--- src/rtl/add_operand_loader.sv ---
// Byte-serial operand loader for the 20-bit ripple adder: assembles A, cin and B, then holds them for the adder.
// Optional even-parity checking on the byte bus is enabled by defining ADD_LOADER_PARITY_EN.
module add_operand_loader #(
  parameter int WIDTH  = 20,
  parameter int BYTE_W = 8
) (
  input  logic              clk,
  input  logic              rst_n,
  input  logic              in_valid,
  output logic              in_ready,
  input  logic [BYTE_W-1:0] in_data,
  input  logic              in_cin,
`ifdef ADD_LOADER_PARITY_EN
  input  logic              in_par,
  output logic              par_err,
`endif
  output logic              out_valid,
  input  logic              out_ready,
  output logic [WIDTH-1:0]  a_out,
  output logic [WIDTH-1:0]  b_out,
  output logic              cin_out,
  output logic              busy
);

  localparam int NBYTES = (WIDTH + BYTE_W - 1) / BYTE_W;
  localparam int CNT_W  = (NBYTES > 1) ? $clog2(NBYTES) : 1;

  typedef enum logic [1:0] {
    LOAD_A = 2'd0,
    LOAD_B = 2'd1,
    ISSUE  = 2'd2
  } state_t;

  state_t             r_state;
  state_t             w_state_next;
  logic [CNT_W-1:0]   r_cnt;
  logic [WIDTH-1:0]   r_a_sh;
  logic [WIDTH-1:0]   r_b_sh;
  logic               r_cin_sh;
  logic               r_out_valid;
  logic [WIDTH-1:0]   r_a_out;
  logic [WIDTH-1:0]   r_b_out;
  logic               r_cin_out;
  logic               w_in_xfer;
  logic               w_out_xfer;
  logic               w_last;
  logic               w_final_b;
  logic [WIDTH-1:0]   w_merged;

  // Bits of the last byte that fall above WIDTH have no destination and are dropped here.
  function automatic logic [WIDTH-1:0] merge_byte(input logic [WIDTH-1:0] sh,
                                                  input logic [CNT_W-1:0] idx,
                                                  input logic [BYTE_W-1:0] data);
    logic [WIDTH-1:0] res;
    for (int i = 0; i < WIDTH; i++) begin
      if ((i / BYTE_W) == int'(idx)) res[i] = data[i % BYTE_W];
      else                           res[i] = sh[i];
    end
    return res;
  endfunction

  assign w_last    = (r_cnt == CNT_W'(NBYTES - 1));
  assign w_final_b = w_in_xfer && (r_state == LOAD_B) && w_last;

  // State register
  always_ff @(posedge clk or negedge rst_n) begin
    if (!rst_n) r_state <= LOAD_A;
    else        r_state <= w_state_next;
  end

  // Next-state, handshake and busy decode
  always_comb begin
    w_state_next = r_state;
    w_in_xfer    = 1'b0;
    w_out_xfer   = 1'b0;
    in_ready     = 1'b0;
    case (r_state)
      LOAD_A: begin
        in_ready  = 1'b1;
        w_in_xfer = in_valid;
        if (in_valid && w_last) w_state_next = LOAD_B;
        else                    w_state_next = LOAD_A;
      end
      LOAD_B: begin
        in_ready  = 1'b1;
        w_in_xfer = in_valid;
        if (in_valid && w_last) w_state_next = ISSUE;
        else                    w_state_next = LOAD_B;
      end
      ISSUE: begin
        w_out_xfer = out_ready;
        if (out_ready) w_state_next = LOAD_A;
        else           w_state_next = ISSUE;
      end
      default: w_state_next = LOAD_A;
    endcase
    busy = (r_state != LOAD_A) || (r_cnt != {CNT_W{1'b0}});
  end

  // Incoming byte merged into whichever shadow is being loaded
  always_comb begin
    w_merged = {WIDTH{1'b0}};
    if (r_state == LOAD_A) w_merged = merge_byte(r_a_sh, r_cnt, in_data);
    else                   w_merged = merge_byte(r_b_sh, r_cnt, in_data);
  end

  // Shadow loading, byte counter and registered adder-side outputs
  always_ff @(posedge clk or negedge rst_n) begin
    if (!rst_n) begin
      r_cnt       <= {CNT_W{1'b0}};
      r_a_sh      <= {WIDTH{1'b0}};
      r_b_sh      <= {WIDTH{1'b0}};
      r_cin_sh    <= 1'b0;
      r_out_valid <= 1'b0;
      r_a_out     <= {WIDTH{1'b0}};
      r_b_out     <= {WIDTH{1'b0}};
      r_cin_out   <= 1'b0;
    end else begin
      if (w_in_xfer) begin
        if (r_state == LOAD_A) begin
          r_a_sh <= w_merged;
          if (r_cnt == {CNT_W{1'b0}}) r_cin_sh <= in_cin;
        end else begin
          r_b_sh <= w_merged;
        end
        if (w_last) r_cnt <= {CNT_W{1'b0}};
        else        r_cnt <= r_cnt + CNT_W'(1);
      end
      if (w_final_b) begin
        r_a_out     <= r_a_sh;
        r_b_out     <= w_merged;
        r_cin_out   <= r_cin_sh;
        r_out_valid <= 1'b1;
      end else if (w_out_xfer) begin
        r_out_valid <= 1'b0;
      end
    end
  end

  assign out_valid = r_out_valid;
  assign a_out     = r_a_out;
  assign b_out     = r_b_out;
  assign cin_out   = r_cin_out;

`ifdef ADD_LOADER_PARITY_EN
  logic r_par_sticky;
  logic r_par_err;
  logic w_par_bad;

  function automatic logic parity_odd(input logic [BYTE_W-1:0] data, input logic par);
    return ^{data, par};
  endfunction

  assign w_par_bad = parity_odd(in_data, in_par);

  // Sticky per-set parity error, published alongside the operand copy
  always_ff @(posedge clk or negedge rst_n) begin
    if (!rst_n) begin
      r_par_sticky <= 1'b0;
      r_par_err    <= 1'b0;
    end else if (w_final_b) begin
      r_par_err    <= r_par_sticky | w_par_bad;
      r_par_sticky <= 1'b0;
    end else if (w_in_xfer && w_par_bad) begin
      r_par_sticky <= 1'b1;
    end else begin
      r_par_sticky <= r_par_sticky;
    end
  end

  assign par_err = r_par_err;
`endif

endmodule
--- config.mk ---
export PLATFORM = sky130hd
export DESIGN_NAME = add_operand_loader
export DESIGN_NICKNAME = d
export VERILOG_FILES = /design/src/rtl/add_operand_loader.sv
export SDC_FILE = /design/constraint.sdc
export NUM_CORES = 1
export LEC_CHECK = 0
export BUFFER_PORTS_ARGS = -buffer_cell sky130_fd_sc_hd__buf_2
export CAP_MARGIN = 20
export CORE_MARGIN = 5
export CORE_UTILIZATION = 54
export DETAILED_ROUTE_END_ITERATION = 12
export MAX_ROUTING_LAYER = met4
export PLACE_DENSITY = 0.77
export SYNTH_ARGS = -nofsm -noshare
export SYNTH_HDL_FRONTEND = slang
export SYNTH_SLANG_ARGS = --single-unit
export TNS_END_PERCENT = 20
--- constraint.sdc ---
create_clock -name clk -period 2.15 [get_ports clk]
set_input_delay 0.3225 -clock clk [delete_from_list [all_inputs] [get_ports clk]]
set_output_delay 0.3225 -clock clk [all_outputs]
set_load 0.02 [all_outputs]
==> results of run 1 <==
==> cell usage after synthesis <==
cell / number / area share [%]
mux2_2: 47 / 16
buf_6: 4 / 1.4
inv_1: 1 / 0.12
o21ai_0: 1 / 0.16
nor3b_1: 1 / 0.23
nor2_2: 1 / 0.20
buf_2: 1 / 0.16
a21o_1: 1 / 0.23
dfrtp_1: 83 / 65
or3_1: 1 / 0.20
mux2_4: 8 / 3.7
nand2_1: 3 / 0.35
nand2b_1: 2 / 0.39
mux2_1: 24 / 8.4
nor3b_2: 1 / 0.39
nor3_1: 1 / 0.16
nand2b_4: 1 / 0.43
nand3b_1: 4 / 0.94
buf_4: 2 / 0.47
xor2_1: 1 / 0.27
or2_2: 1 / 0.20
nor2_1: 3 / 0.35
==> metal layers <==
layer  track usage (%)  up-vias  share of wire [%]  routed length (µm)
met5                 -        -                  0                   0
met4             7.531        0                2.0                 112
met3             4.447       10                5.1                 290
met2             25.26       40                 46                2609
met1             23.25      910                 47                2665
li1                  -      802                  -                   -
==> state kept, by name, indices dropped and copies added, names as in the netlist <==
register	count
out_valid	1
r_a_sh	20
cin_out	1
a_out	20
r_cin_sh	1
r_b_sh	16
b_out	20
r_cnt	2
r_state	2
==> timing repair <==
action                                 4_1_cts  5_1_grt
gates resized for setup                      0        0
buffers inserted                             0        0
hold buffers                                 1        0
endpoints found under the hold margin       31        0
==> critical path, stage by stage, from the launching register on <==
cell      delay [ps]
dfrtp_1          440
nand3b_1         270
nor3b_4          220
buf_4            350
mux2_2           380
==> power breakdown <==
group / internal [mW] / switching, mW
Sequential: 2.33 / 0.413
Combinational: 1.01 / 1.06
Clock: 0.800 / 0.523
Total: 4.14 / 2.00
==> cells by family after synthesis <==
| group | share of synthesized area, % |
|---|---|
| DFF | 64.72 |
| muxes | 28.66 |
| and+or+nand+nor | 3.821 |
| buffers and inverters | 2.144 |
| AOI/OAI and AO/OA | 0.3898 |
| xor gates and xnor gates | 0.2730 |
==> area by class of cell <==
cell class | instances | area [µm²]
clock buffers | 11 | 141.4
clock inverters | 5 | 100.1
fillers | 448 | 2037
inverters | 1 | 3.754
multi-input cells | 101 | 1070
flip-flops and latches | 83 | 2077
well taps | 75 | 93.84
repair buffers | 60 | 327.8
==> cell usage in the layout, fill, tap and decap left out, types with 2 or more instances in the layout <==
master,count
bufinv_16,3
mux2_1,24
clkinv_2,2
clkbuf_8,10
nand2b_1,2
buf_2,55
mux2_4,8
mux2_2,47
nor2_1,3
nand2_1,3
dfrtp_1,83
nand3b_1,4
buf_4,3
==> final timing paths <==
kind	to
max	b_out[13]
min	r_cin_sh
max reg2reg	b_out[13]
min reg2reg	a_out[11]
max in group asynchronous	r_b_sh[12]
min in group asynchronous	r_cin_sh
==> through the flow <==
stage | power, mW | std cells | util, % | setup WS (ps) | area, µm²
finish | 6.132 | 336 | 65.18 | 372.6 | 3814
global placement | 4.788 | 319 | 60.89 | 420.1 | 3562
CTS | 6.214 | 336 | 65.18 | 359.7 | 3814
global route | 6.486 | 336 | 65.18 | 272.6 | 3814
detailed placement | 4.873 | 319 | 60.89 | 367.4 | 3562
floorplan | 4.158 | 192 | - | 563.7 | 3209
==> reports/metrics.cfg, run 1 <==
[outcome]
status = completed

[sta]
finalSetupViolCount = 0
fin_crit_sh_pct = 82.67
hold_ws_ps = 209.0
fin_setup_tns_ps = 0
fin_skew_ps = 8.986
drv_slew = 0
relSlewSlack_pct = 64.17
worst_pin_slew_ps = 537.4
rsz0062_at_grt = false
hold_violations = 0
timing.final.crit_period_ps = 1777
max_freq_mhz = 562.6

[floorplanning]
start_util_pct = 54.85
row_count = 28
fp.dieH_um = 87.09
dieArea_mm2 = 0.007585
coreArea_mm2 = 0.005851
die_width_um = 87.09
num_io_pins = 57

[critical_path]
regToRegStartpoint = r_state[1]
critPathLaunch = r_state[1]
worstPathRequired_ps = 2380
critPathKind = reg -> reg
reg2reg_depth = 4
cp.arrival_ps = 2010
end_kind = flip-flop
worst-r2r-setup-slack_ps = 370
crit_fanout = 25
start_kind = flip-flop

[pwr]
p_per_area_mw_per_mm2 = 1608
leakage_nw = 1.868
ir_worst_vdd_mv = 0.8051

[routing]
vias = 1762
first_iter_violations = 61
viasPerCell = 5.244
drcViolationCount = 0
wl_um = 5677
drtPass1Iterations = 4
ant_nets = 0
wl_per_cell_um = 16.90

[yosys]
syn_area_mm2 = 0.003209
synth_cell_types = 22
ys_seq_area_share_pct = 64.72
syn-num-nets = 205
syn_avg_cell_area_um2 = 16.72
synth_cells = 192
synth-seq-cells = 83
yosys_warnings = 0

[global_route]
track_usage_pct = 17.36
overflow = 0
grt_pass1_wl_um = 9446
grt_max_degree = 53
grt_pass1_vias = 1887
antenna_found_initial = 0

[place]
place.port_buffers = 56
place_congestion = 0.8432
hpwlAfterDp_um = 3926

[clocking]
path_clk_slew_ps = 80
cts_buffer_depth = 2
htreeDepth = 3
cts_buffers = 9
cts-root-buf = clkbuf_8
cts_tree = yes
insertion_delay_ps = 340
clock_sinks = 83

[finish]
antenna_cells = 0
syn2layout_area_growth_pct = 18.83
fin_nets = 269
drive_above_1_share_pct = 50.96

[min_path]
worstHoldPathType = in -> reg
hold_depth = 2
hold_start = in_cin

[flow_run]
drv_cap = 0

No activity file was read; power rests on OpenSTA's default activity.
==> run 2, diff against run 1 <==
--- a/config.mk
+++ b/config.mk
@@ -8,10 +8,10 @@
 export BUFFER_PORTS_ARGS = -buffer_cell sky130_fd_sc_hd__buf_2
 export CAP_MARGIN = 20
 export CORE_MARGIN = 5
-export CORE_UTILIZATION = 54
+export CORE_UTILIZATION = 49
 export DETAILED_ROUTE_END_ITERATION = 12
 export MAX_ROUTING_LAYER = met4
-export PLACE_DENSITY = 0.77
+export PLACE_DENSITY = 0.74
 export SYNTH_ARGS = -nofsm -noshare
 export SYNTH_HDL_FRONTEND = slang
 export SYNTH_SLANG_ARGS = --single-unit
==> constraint.sdc (replaced) <==
create_clock -name clk -period 1.5 [get_ports clk]
set_input_delay 0.225 -clock clk [delete_from_list [all_inputs] [get_ports clk]]
set_output_delay 0.225 -clock clk [all_outputs]
set_load 0.02 [all_outputs]
==> run 2 against run 1 <==
Net effect:
- the flow now finishes with violations (negative setup slack)
- hold slack got worse by 91 ps
- cell count rose by 5.1%
- maximum frequency increased by 11%
- die area grew 9.0%
- critical path depth stayed put
- first-iteration DRC count rose by 6.6%
- sequential share of layout area shrank 2.2 points
- register-to-register slack got worse by 480 ps
- non-clock buffer count is 16 higher
- critical endpoint is now a_out[11]
==> reports/metrics.cfg, run 2 (synthesis gave the netlist of run 1 again) <==
[outcome]
status = finished, violations left
failed_checks = negative setup slack

[global_route]
overflow = 0
grt_pass1_wl_um = 9984
grt_max_degree = 31
track_usage_pct = 15.61
grt_pass1_vias = 2002
antenna_found_initial = 0

[finish]
fin_nets = 285
drive_above_1_share_pct = 56.52
antenna_cells = 0
syn2layout_area_growth_pct = 24.02
fill_cells = 493
final_cell_mix = dfrtp_1, buf_2, mux2_2, mux2_1, buf_4
stdcell_count = 353
finish.utilization_pct = 62.68
layout_commonest_cell = dfrtp_1

[sta]
finalSetupViolCount = 52
max_freq_mhz = 623.5
relSlewSlack_pct = 73.96
rsz0062_at_grt = true
fin_skew_ps = 12.12
hold_violations = 0
post-route-worst-setup-slack_ps = -103.8
worst_pin_slew_ps = 390.5
drv_slew = 0
timing.final.crit_period_ps = 1604
fin_crit_sh_pct = 106.9

[routing]
first_iter_violations = 65
drtPass1Iterations = 4
wl_um = 5737
ant_nets = 0
drcViolationCount = 0
vias = 1829
wl_per_cell_um = 16.25
viasPerCell = 5.181

[floorplanning]
dieArea_mm2 = 0.008268
row_count = 29
coreArea_mm2 = 0.006350
start_util_pct = 50.54
num_io_pins = 57
die_width_um = 90.93
fp.dieH_um = 90.93

[clocking]
cts_buffer_depth = 2
cts_buffers = 9
htreeDepth = 3
cts-root-buf = clkbuf_8
postCtsSetupRepairBufs = 0
path_clk_slew_ps = 70
insertion_delay_ps = 340
clock_sinks = 83
cts_tree = yes

[pwr]
ir_worst_vdd_mv = 1.297
leakage_nw = 1.957
p_per_area_mw_per_mm2 = 2206

[min_path]
hold_start = in_cin
worstHoldPathType = in -> reg

[critical_path]
critPathLaunch = r_state[1]
start_kind = flip-flop
critPathKind = reg -> reg
end_kind = flip-flop
regToRegStartpoint = r_state[1]
worstPathRequired_ps = 1720
crit_fanout = 21
cp.arrival_ps = 1820

[place]
hpwlAfterDp_um = 4070
placedCellCount = 337
place_ws_ps = -108.8
place_congestion = 0.8013
place.port_buffers = 56

[flow_run]
drv_cap = 0

[run 2: changes by cell type in the layout (fill, tap and decap cells not counted), sizes merged]
cell	previous run	this run
bufinv	3	1
inv	1	2
buf	59	75
[run 2: layout make-up]
class | instances | area [µm²] | share of cell area (%)
clock buffer | 11 | 151.4 | 3.804
sequential | 83 | 2078 | 52.22
tap | 77 | 96.34 | 2.421
clock inverter | 4 | 48.80 | 1.226
multi-input combinational | 101 | 1105 | 27.76
inverter | 1 | 3.754 | 0.09431
timing repair buffer | 76 | 496.7 | 12.48
[run 2: metal layers]
| metal | track usage (%) | share of wire, % | up-vias |
|---|---|---|---|
| met1 | 20.68 | 46 | 939 |
| met4 | 5.134 | 0.80 | 0 |
| met3 | 4.463 | 5.0 | 4 |
| li1 | - | - | 846 |
| met5 | - | 0 | - |
| met2 | 23.38 | 49 | 40 |
[run 2: timing repair]
item	4_1_cts	5_1_grt
hold endpoints to repair	26	0
resized for setup	6	6
gates cloned	0	0
pin swaps	0	1
hold buffers	1	0
setup endpoints to repair	63	78
[run 2: power breakdown]
part           leakage (nW)  total (mW)  switching [mW]  internal [mW]
Clock                 0.106        1.59           0.743          0.852
Sequential             1.02        3.92           0.576           3.34
Combinational         0.828        3.27            1.60           1.67
[run 2: metrics by stage]
stage | hold slack (ps) | total power [mW] | cell area [µm²] | setup TNS, ps
floorplan | -70.59 | 5.960 | 3209 | -1849
global placement | 181.8 | 7.018 | 3722 | -2476
detailed placement | 178.8 | 7.150 | 3722 | -4012
CTS | 101.3 | 8.834 | 3954 | -4087
global route | 108.4 | 9.344 | 3980 | -7428
finish | 117.9 | 8.782 | 3980 | -3856
[run 2: critical path: stages, from the launching register on]
cell and delay, ps:
dfrtp_1 400, nand3b_1 220, nor3b_4 310, buf_12 220
mux2_1 340
[run 2: path summary, 6_finish.rpt]
| path | slack (ps) | cells past startpoint | to |
|---|---|---|---|
| min reg2reg | 480 | 1 | out_valid |
| min | 120 | 2 | r_cin_sh |
| max | -100 | 4 | a_out[11] |
| min in group asynchronous | 340 | 2 | out_valid |
| max reg2reg | -100 | 4 | a_out[11] |
| max in group asynchronous | 620 | 3 | r_cnt[1] |
